## config.mk

```make
export PLATFORM = sky130hd
export DESIGN_NAME = cgra_tcdm_port_arbiter
export DESIGN_NICKNAME = d
export VERILOG_FILES = /design/src/rtl/cgra_pkg.sv /design/src/rtl/cgra_id_fifo.sv /design/src/rtl/cgra_tcdm_port_arbiter.sv
export SDC_FILE = /design/constraint.sdc
export NUM_CORES = 1
export LEC_CHECK = 0
export ABC_CLOCK_PERIOD_IN_PS = 2700
export BUFFER_PORTS_ARGS = -buffer_cell sky130_fd_sc_hd__buf_2
export CAP_MARGIN = 20
export CORE_AREA = 2 2 167 169
export DETAILED_ROUTE_END_ITERATION = 6
export DIE_AREA = 0 0 169 171
export PLACE_DENSITY = 0.45
export SYNTH_ARGS = -nofsm -noshare
export SYNTH_HDL_FRONTEND = slang
export SYNTH_SLANG_ARGS = --single-unit
```

## constraint.sdc

```tcl
create_clock -name clk_i -period 2.7 [get_ports clk_i]
set_input_delay 0.405 -clock clk_i [delete_from_list [all_inputs] [get_ports clk_i]]
set_output_delay 0.405 -clock clk_i [all_outputs]
set_load 0.01 [all_outputs]
```

## src/rtl/cgra_pkg.sv

```systemverilog
// Shared CGRA constants and the TCDM request bundle that the port arbiter muxes.
package cgra_pkg;

    localparam int N_COL               = 4;
    localparam int DATA_BUS_ADD_WIDTH  = 32;
    localparam int DATA_BUS_DATA_WIDTH = 32;
    localparam int TCDM_ARB_MAX_OUTST  = 4;

    typedef struct packed {
        logic [DATA_BUS_ADD_WIDTH-1:0]  add;
        logic                           wen;
        logic [3:0]                     be;
        logic [DATA_BUS_DATA_WIDTH-1:0] wdata;
    } tcdm_req_t;

endpackage

```

## src/rtl/cgra_id_fifo.sv

```systemverilog
// Small FIFO that records which requester owns each granted-but-unanswered transaction.
module cgra_id_fifo #(
    parameter int DEPTH = 4,
    parameter int WIDTH = 2
) (
    input  logic                     clk_i,
    input  logic                     rst_i,
    input  logic                     push_i,
    input  logic [WIDTH-1:0]         data_i,
    input  logic                     pop_i,
    output logic [WIDTH-1:0]         head_o,
    output logic                     full_o,
    output logic                     empty_o,
    output logic [$clog2(DEPTH):0]   count_o
);

    localparam int PW = $clog2(DEPTH);
    localparam int CW = PW + 1;

    logic [WIDTH-1:0] mem_q [DEPTH];
    logic [WIDTH-1:0] mem_d [DEPTH];
    logic [PW-1:0]    wptr_q, wptr_d;
    logic [PW-1:0]    rptr_q, rptr_d;
    logic [CW-1:0]    cnt_q, cnt_d;
    logic             do_push, do_pop;

    assign full_o  = (cnt_q == CW'(DEPTH));
    assign empty_o = (cnt_q == '0);
    assign count_o = cnt_q;
    assign head_o  = mem_q[rptr_q];
    assign do_push = push_i & ~full_o;
    assign do_pop  = pop_i & ~empty_o;

    // DEPTH is a power of two, so pointer increments wrap naturally.
    always_comb begin
        mem_d  = mem_q;
        wptr_d = wptr_q;
        rptr_d = rptr_q;
        cnt_d  = cnt_q + CW'(do_push) - CW'(do_pop);
        if (do_push) begin
            mem_d[wptr_q] = data_i;
            wptr_d        = wptr_q + PW'(1);
        end
        if (do_pop) begin
            rptr_d = rptr_q + PW'(1);
        end
    end

    always_ff @(posedge clk_i or posedge rst_i) begin
        if (rst_i) begin
            mem_q  <= '{default: '0};
            wptr_q <= '0;
            rptr_q <= '0;
            cnt_q  <= '0;
        end else begin
            mem_q  <= mem_d;
            wptr_q <= wptr_d;
            rptr_q <= rptr_d;
            cnt_q  <= cnt_d;
        end
    end

endmodule

```

## src/rtl/cgra_tcdm_port_arbiter.sv

```systemverilog
// Round-robin sharing of one TCDM master port between N_REQ column requesters,
// with in-order response routing through a requester-ID FIFO.
module cgra_tcdm_port_arbiter
    import cgra_pkg::*;
#(
    parameter int N_REQ      = N_COL,
    parameter int ADDR_WIDTH = DATA_BUS_ADD_WIDTH,
    parameter int DATA_WIDTH = DATA_BUS_DATA_WIDTH,
    parameter int MAX_OUTST  = TCDM_ARB_MAX_OUTST
) (
    input  logic                             clk_i,
    input  logic                             rst_i,
    input  logic [N_REQ-1:0]                 req_i,
    input  logic [N_REQ-1:0][ADDR_WIDTH-1:0] add_i,
    input  logic [N_REQ-1:0]                 wen_i,
    input  logic [N_REQ-1:0][3:0]            be_i,
    input  logic [N_REQ-1:0][DATA_WIDTH-1:0] wdata_i,
    output logic [N_REQ-1:0]                 gnt_o,
    output logic [N_REQ-1:0]                 rvalid_o,
    output logic [DATA_WIDTH-1:0]            rdata_o,
    output logic                             bus_req_o,
    output logic [ADDR_WIDTH-1:0]            bus_add_o,
    output logic                             bus_wen_o,
    output logic [3:0]                       bus_be_o,
    output logic [DATA_WIDTH-1:0]            bus_wdata_o,
    input  logic                             bus_gnt_i,
    input  logic [DATA_WIDTH-1:0]            bus_rdata_i,
    input  logic                             bus_rvalid_i,
    output logic [$clog2(MAX_OUTST):0]       outst_o,
    output logic                             err_o
);

    localparam int IDW = $clog2(N_REQ);

    logic [IDW-1:0] rr_ptr_q, rr_ptr_d;
    logic           err_q, err_d;
    logic [IDW-1:0] win_id, head_id;
    logic [IDW:0]   idx_w;
    logic           win_found;
    logic           fifo_full, fifo_empty;
    logic           hs, pop;
    tcdm_req_t      win_req;

    // First requester at or after rr_ptr, wrapping mod N_REQ.
    always_comb begin
        win_id    = '0;
        win_found = 1'b0;
        idx_w     = '0;
        for (int k = 0; k < N_REQ; k++) begin
            idx_w = {1'b0, rr_ptr_q} + (IDW+1)'(k);
            if (idx_w >= (IDW+1)'(N_REQ)) begin
                idx_w = idx_w - (IDW+1)'(N_REQ);
            end
            if (!win_found && req_i[idx_w[IDW-1:0]]) begin
                win_found = 1'b1;
                win_id    = idx_w[IDW-1:0];
            end
        end
    end

    // Handshake: a transaction is transferred in any cycle where bus_req_o and bus_gnt_i are
    // both high; the winner sees gnt_o that same cycle and must hold its fields until then.
    assign bus_req_o = win_found & ~fifo_full & ~rst_i;
    assign hs        = bus_req_o & bus_gnt_i;
    assign pop       = bus_rvalid_i & ~fifo_empty & ~rst_i;

    always_comb begin
        win_req = '0;
        if (bus_req_o) begin
            win_req.add   = add_i[win_id];
            win_req.wen   = wen_i[win_id];
            win_req.be    = be_i[win_id];
            win_req.wdata = wdata_i[win_id];
        end
    end

    assign bus_add_o   = win_req.add;
    assign bus_wen_o   = win_req.wen;
    assign bus_be_o    = win_req.be;
    assign bus_wdata_o = win_req.wdata;

    assign gnt_o    = hs  ? (N_REQ'(1) << win_id)  : '0;
    assign rvalid_o = pop ? (N_REQ'(1) << head_id) : '0;
    assign rdata_o  = bus_rdata_i;
    assign err_o    = err_q;

    always_comb begin
        rr_ptr_d = rr_ptr_q;
        if (hs) begin
            rr_ptr_d = (win_id == IDW'(N_REQ - 1)) ? '0 : win_id + IDW'(1);
        end
        err_d = err_q | (bus_rvalid_i & fifo_empty);
    end

    always_ff @(posedge clk_i or posedge rst_i) begin
        if (rst_i) begin
            rr_ptr_q <= '0;
            err_q    <= 1'b0;
        end else begin
            rr_ptr_q <= rr_ptr_d;
            err_q    <= err_d;
        end
    end

    cgra_id_fifo #(
        .DEPTH (MAX_OUTST),
        .WIDTH (IDW)
    ) u_id_fifo (
        .clk_i   (clk_i),
        .rst_i   (rst_i),
        .push_i  (hs),
        .data_i  (win_id),
        .pop_i   (pop),
        .head_o  (head_id),
        .full_o  (fifo_full),
        .empty_o (fifo_empty),
        .count_o (outst_o)
    );

endmodule

```

==> reports/qor.csv, run 1 <==
stage,metric,value,unit
clocking,clock-sinks,18,
place,dp_hpwl,13400,um
global_route,antenna_found_initial,1,
detailed_routing,drt_iter0_drc,153,
final_layout,drive_gt1_share,57.5,%
die,io-pin-count,430,
timing,finalSetupViolCount,0,
synth,ys_seq_elements,18,
detailed_routing,dr_wl_met2,8060,um
power_and_ir_drop,p_per_area,764,nW/um^2
detailed_routing,vias,4178,
synth,synth_top_family_by_area,multiplexers,
synth,yosysSeqAreaShare,13.2,%
final_layout,syn_to_final_growth,66.4,%
clocking,worst_skew_pair.late_latency,0.25,ns
min_path,worst_hold_path_type,in2async,
final_layout,fillers,3094,
final_layout,antenna_cells,0,
global_route,grt_pass1_wl,21600,um
synth,ys_top_cells_by_area,"mux2i_1 (40%), dfrtp_1 (13%), o22ai_1 (13%)",
critical_path,crit_arrival,2.20,ns
critical_path,worstPathMaxFanout,13,
detailed_routing,wl_met1,7140,um
timing,fmax,0.384,GHz
timing,period_minus_slack,2.61,ns
global_route,grt_max_degree,44,
global_route,grt-ovfl-total,0,
place,placed_cell_area,5420,um^2
synth,ys_types,36,
detailed_routing,routed-wl-met3,832,um
die,start_util,12.5,%
critical_path,path_class,reg2out,
synth,synthArstFlopShare,100,%
detailed_routing,wl_per_cell,15.5,um
place,dp_slack,0.176,ns
synth,synth_fp_nets,710,
synth,yosys-mux-area-fraction,41.7,%
timing,worstMarginPinSlew,0.711,ns
global_route,grt_pass1_vias,3707,
synth,synthTopCellsByCount,"mux2i_1 (138), o22ai_1 (69), buf_4 (37)",
timing,drv_slew,0,
timing,fin_crit_sh,96.5,%
die,fp.dieH,171,um
run,cap_violations,0,
die,dieArea,28900,um^2
clocking,cts-root-buf,clkbuf_16,
die,die_x,169,um
synth,yosys_warnings,0,
die,rows,61,
synth,synth_fa_ha_area_share,4.24,%
synth,yosys.area_share.xor_xnor,1.54,%
detailed_routing,wl,16400,um
power_and_ir_drop,total_power,0.00435,W
power_and_ir_drop,ir_drop,0.274,mV
detailed_routing,vias_per_cell,3.95,
synth,synth_compound_area_share,17.0,%
final_layout,finish.instance_area,5700,um^2
clocking,numCtsBuffers,3,
synth,synth.top_cell.area_share,40.4,%
detailed_routing,first_pass_iters,4,
detailed_routing,ant_nets,0,
place,io_buffers,365,
synth,synthSimpleGateAreaFrac,6.83,%
synth,yosysMostFrequentCell,mux2i_1,
clocking,path_clk_slew,0.06,ns
synth,syn-cell-area,3420,um^2
critical_path,end_kind,output pin,
timing,relSlewSlack,52.5,%
timing,hold_viol,0,
final_layout,nets,1041,
detailed_routing,route.detailed.drc,0,
status,status,"finished, final reports clean",
clocking,cts_tree,yes,
synth,ys.flop_type,dfrtp_1,
die,core,27300,um^2
timing,clock_skew,0.00385,ns
timing,setup_ws,0.0949,ns
synth,synth_area_per_cell,8.94,um^2
power_and_ir_drop,cellLeakagePower,3.28,nW
clocking,cts_max_level,1,
global_route,grt.total_usage,9.55,%
detailed_routing,top_layer,met4,
synth,netlist_instances,383,
critical_path,required,2.30,ns
place,place_congestion,0.731,
synth,synth_area_leader_cell,mux2i_1,
clocking,clk_path_buf_depth,2,
synth,synth_edf_count,0,
critical_path,cp-start-kind,register,
==> routing by layer <==
layer | up-vias | GRT usage (%)
li1 | 2078 | -
met1 | 1906 | 13.1
met2 | 166 | 16.2
met3 | 28 | 0.948
met4 | 0 | 2.08
met5 | - | 0
==> flip-flops by register name (all words and copies together), names as in the netlist <==
name and cells:
u_id_fifo.mem_q 8, u_id_fifo.count_o 3, rr_ptr_q 2, u_id_fifo.rptr_q 2, u_id_fifo.wptr_q 2, err_o 1
==> final timing paths <==
kind,startpoint,to,slack [ns],cells past startpoint
setup / recovery,rr_ptr_q[0]$_DFFE_PP0P_,bus_add_o[28],0.09,9
hold / removal,rst_i,u_id_fifo.mem_q[3]$_DFFE_PP0P_,0.31,2
setup reg to reg,u_id_fifo.count_o[1]$_DFF_PP0_,u_id_fifo.count_o[2]$_DFF_PP0_,0.59,9
hold reg to reg,err_o$_DFF_PP0_,err_o$_DFF_PP0_,0.45,1
max in group asynchronous,rst_i,rr_ptr_q[0]$_DFFE_PP0P_,1.89,2
min in group clk_i,bus_rvalid_i,err_o$_DFF_PP0_,0.37,2
==> placed cells by master, fill, tap and decap left out, drive strengths merged <==
cell	count
o2111ai	1
o22ai	69
a21boi	1
nor3	2
o22a	1
bufbuf	1
o221ai	1
mux4	2
clkbuf	5
xnor2	5
nand3	4
nor3b	4
dfrtp	18
inv	9
a21o	3
and2	1
fa	1
o21ai	10
a221oi	1
xor2	1
a21oi	3
mux2i	138
ha	10
nor2b	4
buf	390
nor2	8
nand2b	1
nand2	14
and3	5
==> where the power goes <==
part           total [W]  switching (W)  internal (W)  leakage [nW]
combinational    0.00348        0.00174       0.00174          3.02
sequential      0.000543       0.000136      0.000407         0.215
clock           0.000329       0.000103      0.000225        0.0442
total            0.00435        0.00198       0.00237          3.28
==> timing repair <==
| item | in CTS | in global routing |
|---|---|---|
| pin swaps | 1 | 2 |
| setup buffers | 1 | 5 |
| gates resized for setup | 0 | 9 |
| hold buffers | 0 | 0 |
| setup endpoints to repair | 1 | 50 |
| gates cloned | 1 | 1 |
==> cells by family (layout without fill, tap and decap cells) <==
| group | after synthesis | in the layout |
|---|---|---|
| xor gates and xnor gates | 6 | 6 |
| muxes | 140 | 140 |
| DFF | 18 | 18 |
| AOI/OAI and AO/OA | 90 | 90 |
| buffers and inverters | 75 | 405 |
| and+or+nand+nor | 43 | 43 |
| adders and majority gates | 11 | 11 |
==> cell type report <==
class | instances | area [um^2] | share of cell area, %
Clock buffer | 4 | 88.8 | 1.56
Sequential cell | 18 | 452 | 7.93
Multi-Input combinational cell | 290 | 2480 | 43.5
Tap cell | 346 | 433 | 7.60
Inverter | 9 | 33.8 | 0.593
Timing Repair Buffer | 392 | 2210 | 38.8
==> per-stage QoR <==
stage | std cells | setup TNS [ns] | utilization, % | hold WS (ns)
after global routing | 1059 | -0.0236 | 20.8 | 0.379
after floorplan | 383 | 0 | - | 0.344
after global placement | 1047 | 0 | 19.8 | 0.441
after CTS | 1053 | 0 | 20.3 | 0.349
final | 1059 | 0 | 20.8 | 0.312
after detailed placement | 1047 | 0 | 19.8 | 0.441
==> critical path, cell delays in order, from the launching register on <==
cell,delay (ns)
dfrtp_2,0.45
nor2b_2,0.15
nor2_1,0.08
o221ai_4,0.24
buf_12,0.16
buf_12,0.16
buf_4,0.18
mux2i_2,0.25
o22ai_2,0.13
buf_2,0.16
(Power assumes the default switching activity.)
==> inputs of run 2 (changes only) <==
--- a/config.mk
+++ b/config.mk
@@ -11,7 +11,7 @@
 export CORE_AREA = 2 2 167 169
 export DETAILED_ROUTE_END_ITERATION = 6
 export DIE_AREA = 0 0 169 171
-export PLACE_DENSITY = 0.45
+export PLACE_DENSITY = 0.49
 export SYNTH_ARGS = -nofsm -noshare
 export SYNTH_HDL_FRONTEND = slang
 export SYNTH_SLANG_ARGS = --single-unit
==> run 2 against run 1 <==
  * Worst hold slack better by 0.010 ns
  * Largest power group unchanged
  * Clock skew is 0.0022 ns lower
  * Largest cell class unchanged
  * Cell area is 0.35% lower
  * Core utilization is 0.073 points lower
  * Critical endpoint is now bus_wdata_o[11]
  * Clock power hardly changed
==> reports/qor.csv, run 2 (synthesis gave the netlist of run 1 again) <==
stage,metric,value,unit,change
global_route,met2_usage,16.6,%,+0.48 points
power_and_ir_drop,power.switching,0.00197,W,about the same
timing,clock_skew,0.00162,ns,-0.00222 ns
clocking,clk_path_buf_depth,2,,unchanged
timing,rsz0062_at_grt,no,,
min_path,worst_hold_path_type,in2async,,
final_layout,final_cells,1063,,+0.38%
timing,tns,0,ns,unchanged
run,cap_violations,0,,unchanged
final_layout,syn_to_final_growth,65.8,%,
critical_path,r2r_slack,0.39,ns,-0.20 ns
clocking,path_clk_slew,0.05,ns,about the same
place,dp_hpwl,13200,um,-1.6%
final_layout,final_common_cell,buf_2,,
critical_path,worstPathMaxFanout,38,,+25
clocking,cts_tree,yes,,
power_and_ir_drop,p_comb_share,79.9,%,about the same
critical_path,crit_arrival,2.18,ns,-0.02 ns
global_route,grt-ovfl-total,0,,unchanged
detailed_routing,vias_per_cell,3.96,,+0.43%
final_layout,final_util,20.8,%,-0.073 points
power_and_ir_drop,internal-power,0.00237,W,-0.12%
critical_path,r2r_cells,9,,unchanged
power_and_ir_drop,netSwitchingFraction,45.4,%,about the same
final_layout,final_cell_mix,"buf_2 (365), mux2i_1 (136), o22ai_1 (69)",,
critical_path,timing.rr.start,u_id_fifo.count_o[1]$_DFF_PP0_,,
timing,drv_slew,0,,unchanged
global_route,grt_pass1_vias,3826,,+3.2%
final_layout,largest_reg_flops,8,,unchanged
place,io_buffers,365,,unchanged
global_route,grt.total_usage,9.69,%,+0.14 points
timing,period_minus_slack,2.58,ns,-0.0224 ns
critical_path,cp-start-kind,register,,
detailed_routing,first_pass_iters,4,,unchanged
die,die_x,169,um,unchanged
die,start_util,12.5,%,unchanged
clocking,clock-sinks,18,,unchanged
global_route,grt_util_met1,12.9,%,-0.23 points
place,placedCellCount,1048,,+0.096%
die,io-pin-count,430,,unchanged
critical_path,required,2.30,ns,about the same
power_and_ir_drop,clkPwrFrac,7.6,%,about the same
global_route,grt_pass1_wl,21900,um,+1.7%
power_and_ir_drop,cellLeakagePower,3.28,nW,about the same
detailed_routing,wl,16100,um,-1.5%
place,place_congestion,0.766,,+4.8%
die,dieArea,28900,um^2,unchanged
status,status,"finished, final reports clean",,
detailed_routing,vias,4212,,+0.81%
final_layout,largest_register,u_id_fifo.mem_q,,
clocking,cts-root-buf,clkbuf_16,,
detailed_routing,wl_per_cell,15.2,um,-1.9%
timing,fmax,0.387,GHz,+0.87%
power_and_ir_drop,seqPwrFrac,12.5,%,about the same
clocking,numCtsBuffers,3,,unchanged
detailed_routing,ant_nets,0,,unchanged
critical_path,path_class,reg2out,,
timing,finalSetupViolCount,0,,unchanged
timing,relSlewSlack,51.8,%,-0.76 points
clocking,worst_skew_pair.late_latency,0.25,ns,about the same
critical_path,r2r_end,u_id_fifo.count_o[2]$_DFF_PP0_,,
timing,hold_viol,0,,unchanged
detailed_routing,route.detailed.drc,0,,unchanged
final_layout,antenna_cells,0,,unchanged
clocking,holdBufCountCts,0,,unchanged
timing,fin_crit_sh,95.7,%,-0.83 points
timing,worstMarginPinSlew,0.723,ns,+0.0113 ns
die,core,27300,um^2,unchanged
critical_path,end_kind,output pin,,
detailed_routing,drt_iter0_drc,192,,+25%
global_route,antenna_found_initial,0,,-1
die,rows,61,,unchanged
final_layout,nets,1045,,+0.38%
power_and_ir_drop,p_per_area,766,nW/um^2,+0.27%
clocking,cts_max_level,1,,unchanged
global_route,grt_util_met3,1.34,%,+0.39 points
global_route,grt.busiest_layer,met2,,
power_and_ir_drop,ir_drop,0.251,mV,-8.4%
die,fp.dieH,171,um,unchanged
global_route,grt_max_degree,39,,-11%
final_layout,drive_gt1_share,57.5,%,about the same
-- run 2: critical path, cell delays in order, from the launching register on --
cell,delay (ns)
dfrtp_1,0.49
a21o_1,0.16
a21boi_1,0.06
o22a_2,0.26
nand2b_4,0.19
buf_12,0.18
o22ai_1,0.36
buf_2,0.20
-- run 2: layout make-up --
type                       count  area [um^2]
fill                        3084        21600
multi-input combinational    290         2460
timing repair buffer         396         2200
sequential                    18          452
tap                          346          433
clock buffer                   4         88.8
inverter                       9         33.8
-- run 2: power groups by stage --
| stage | combinational [W] | sequential [W] | clock (W) |
|---|---|---|---|
| 6_report | 0.00347 | 0.000542 | 0.000332 |
| 5_1_grt | 0.00378 | 0.000564 | 0.000352 |
| 4_1_cts | 0.00342 | 0.000549 | 0.000343 |
| 3_5_place_dp | 0.00323 | 0.000553 | 0 |
| 3_3_place_gp | 0.00320 | 0.000550 | 0 |
| 2_1_floorplan | 0.00227 | 0.000516 | 0 |
-- run 2: what timing repair did --
item,4_1_cts,5_1_grt
pin swaps,1,1
gates cloned,2,0
buffers inserted,1,8
resized for setup,0,4
endpoints found under the setup margin,4,56
-- run 2: through the flow --
stage | power [W] | area [um^2] | setup slack, ns | hold slack, ns
after floorplan | 0.00279 | 3420 | 0.535 | 0.344
after global placement | 0.00375 | 5430 | 0.161 | 0.438
after detailed placement | 0.00379 | 5430 | 0.144 | 0.440
after CTS | 0.00431 | 5600 | 0.0257 | 0.360
after global routing | 0.00469 | 5680 | 0.00505 | 0.384
final | 0.00435 | 5680 | 0.117 | 0.322
-- run 2: per-layer routing --
metal / routed length [um] / share of wire [%]
met2: 8060 / 50
met5: 0 / 0
met1: 6830 / 42
met3: 961 / 6.0
met4: 274 / 1.7
-- run 2: worst max path at each step --
stage                                   startpoint                        endpoint  depth (start not counted)
finish                     rr_ptr_q[1]$_DFFE_PP0P_                 bus_wdata_o[11]                          7
global placement                          req_i[2]                 bus_wdata_o[13]                          9
CTS                        rr_ptr_q[0]$_DFFE_PP0P_                 bus_wdata_o[13]                          8
detailed placement                        req_i[2]                 bus_wdata_o[13]                          9
global route               rr_ptr_q[1]$_DFFE_PP0P_                 bus_wdata_o[12]                          7
floorplan           u_id_fifo.count_o[1]$_DFF_PP0_  u_id_fifo.count_o[2]$_DFF_PP0_                          9
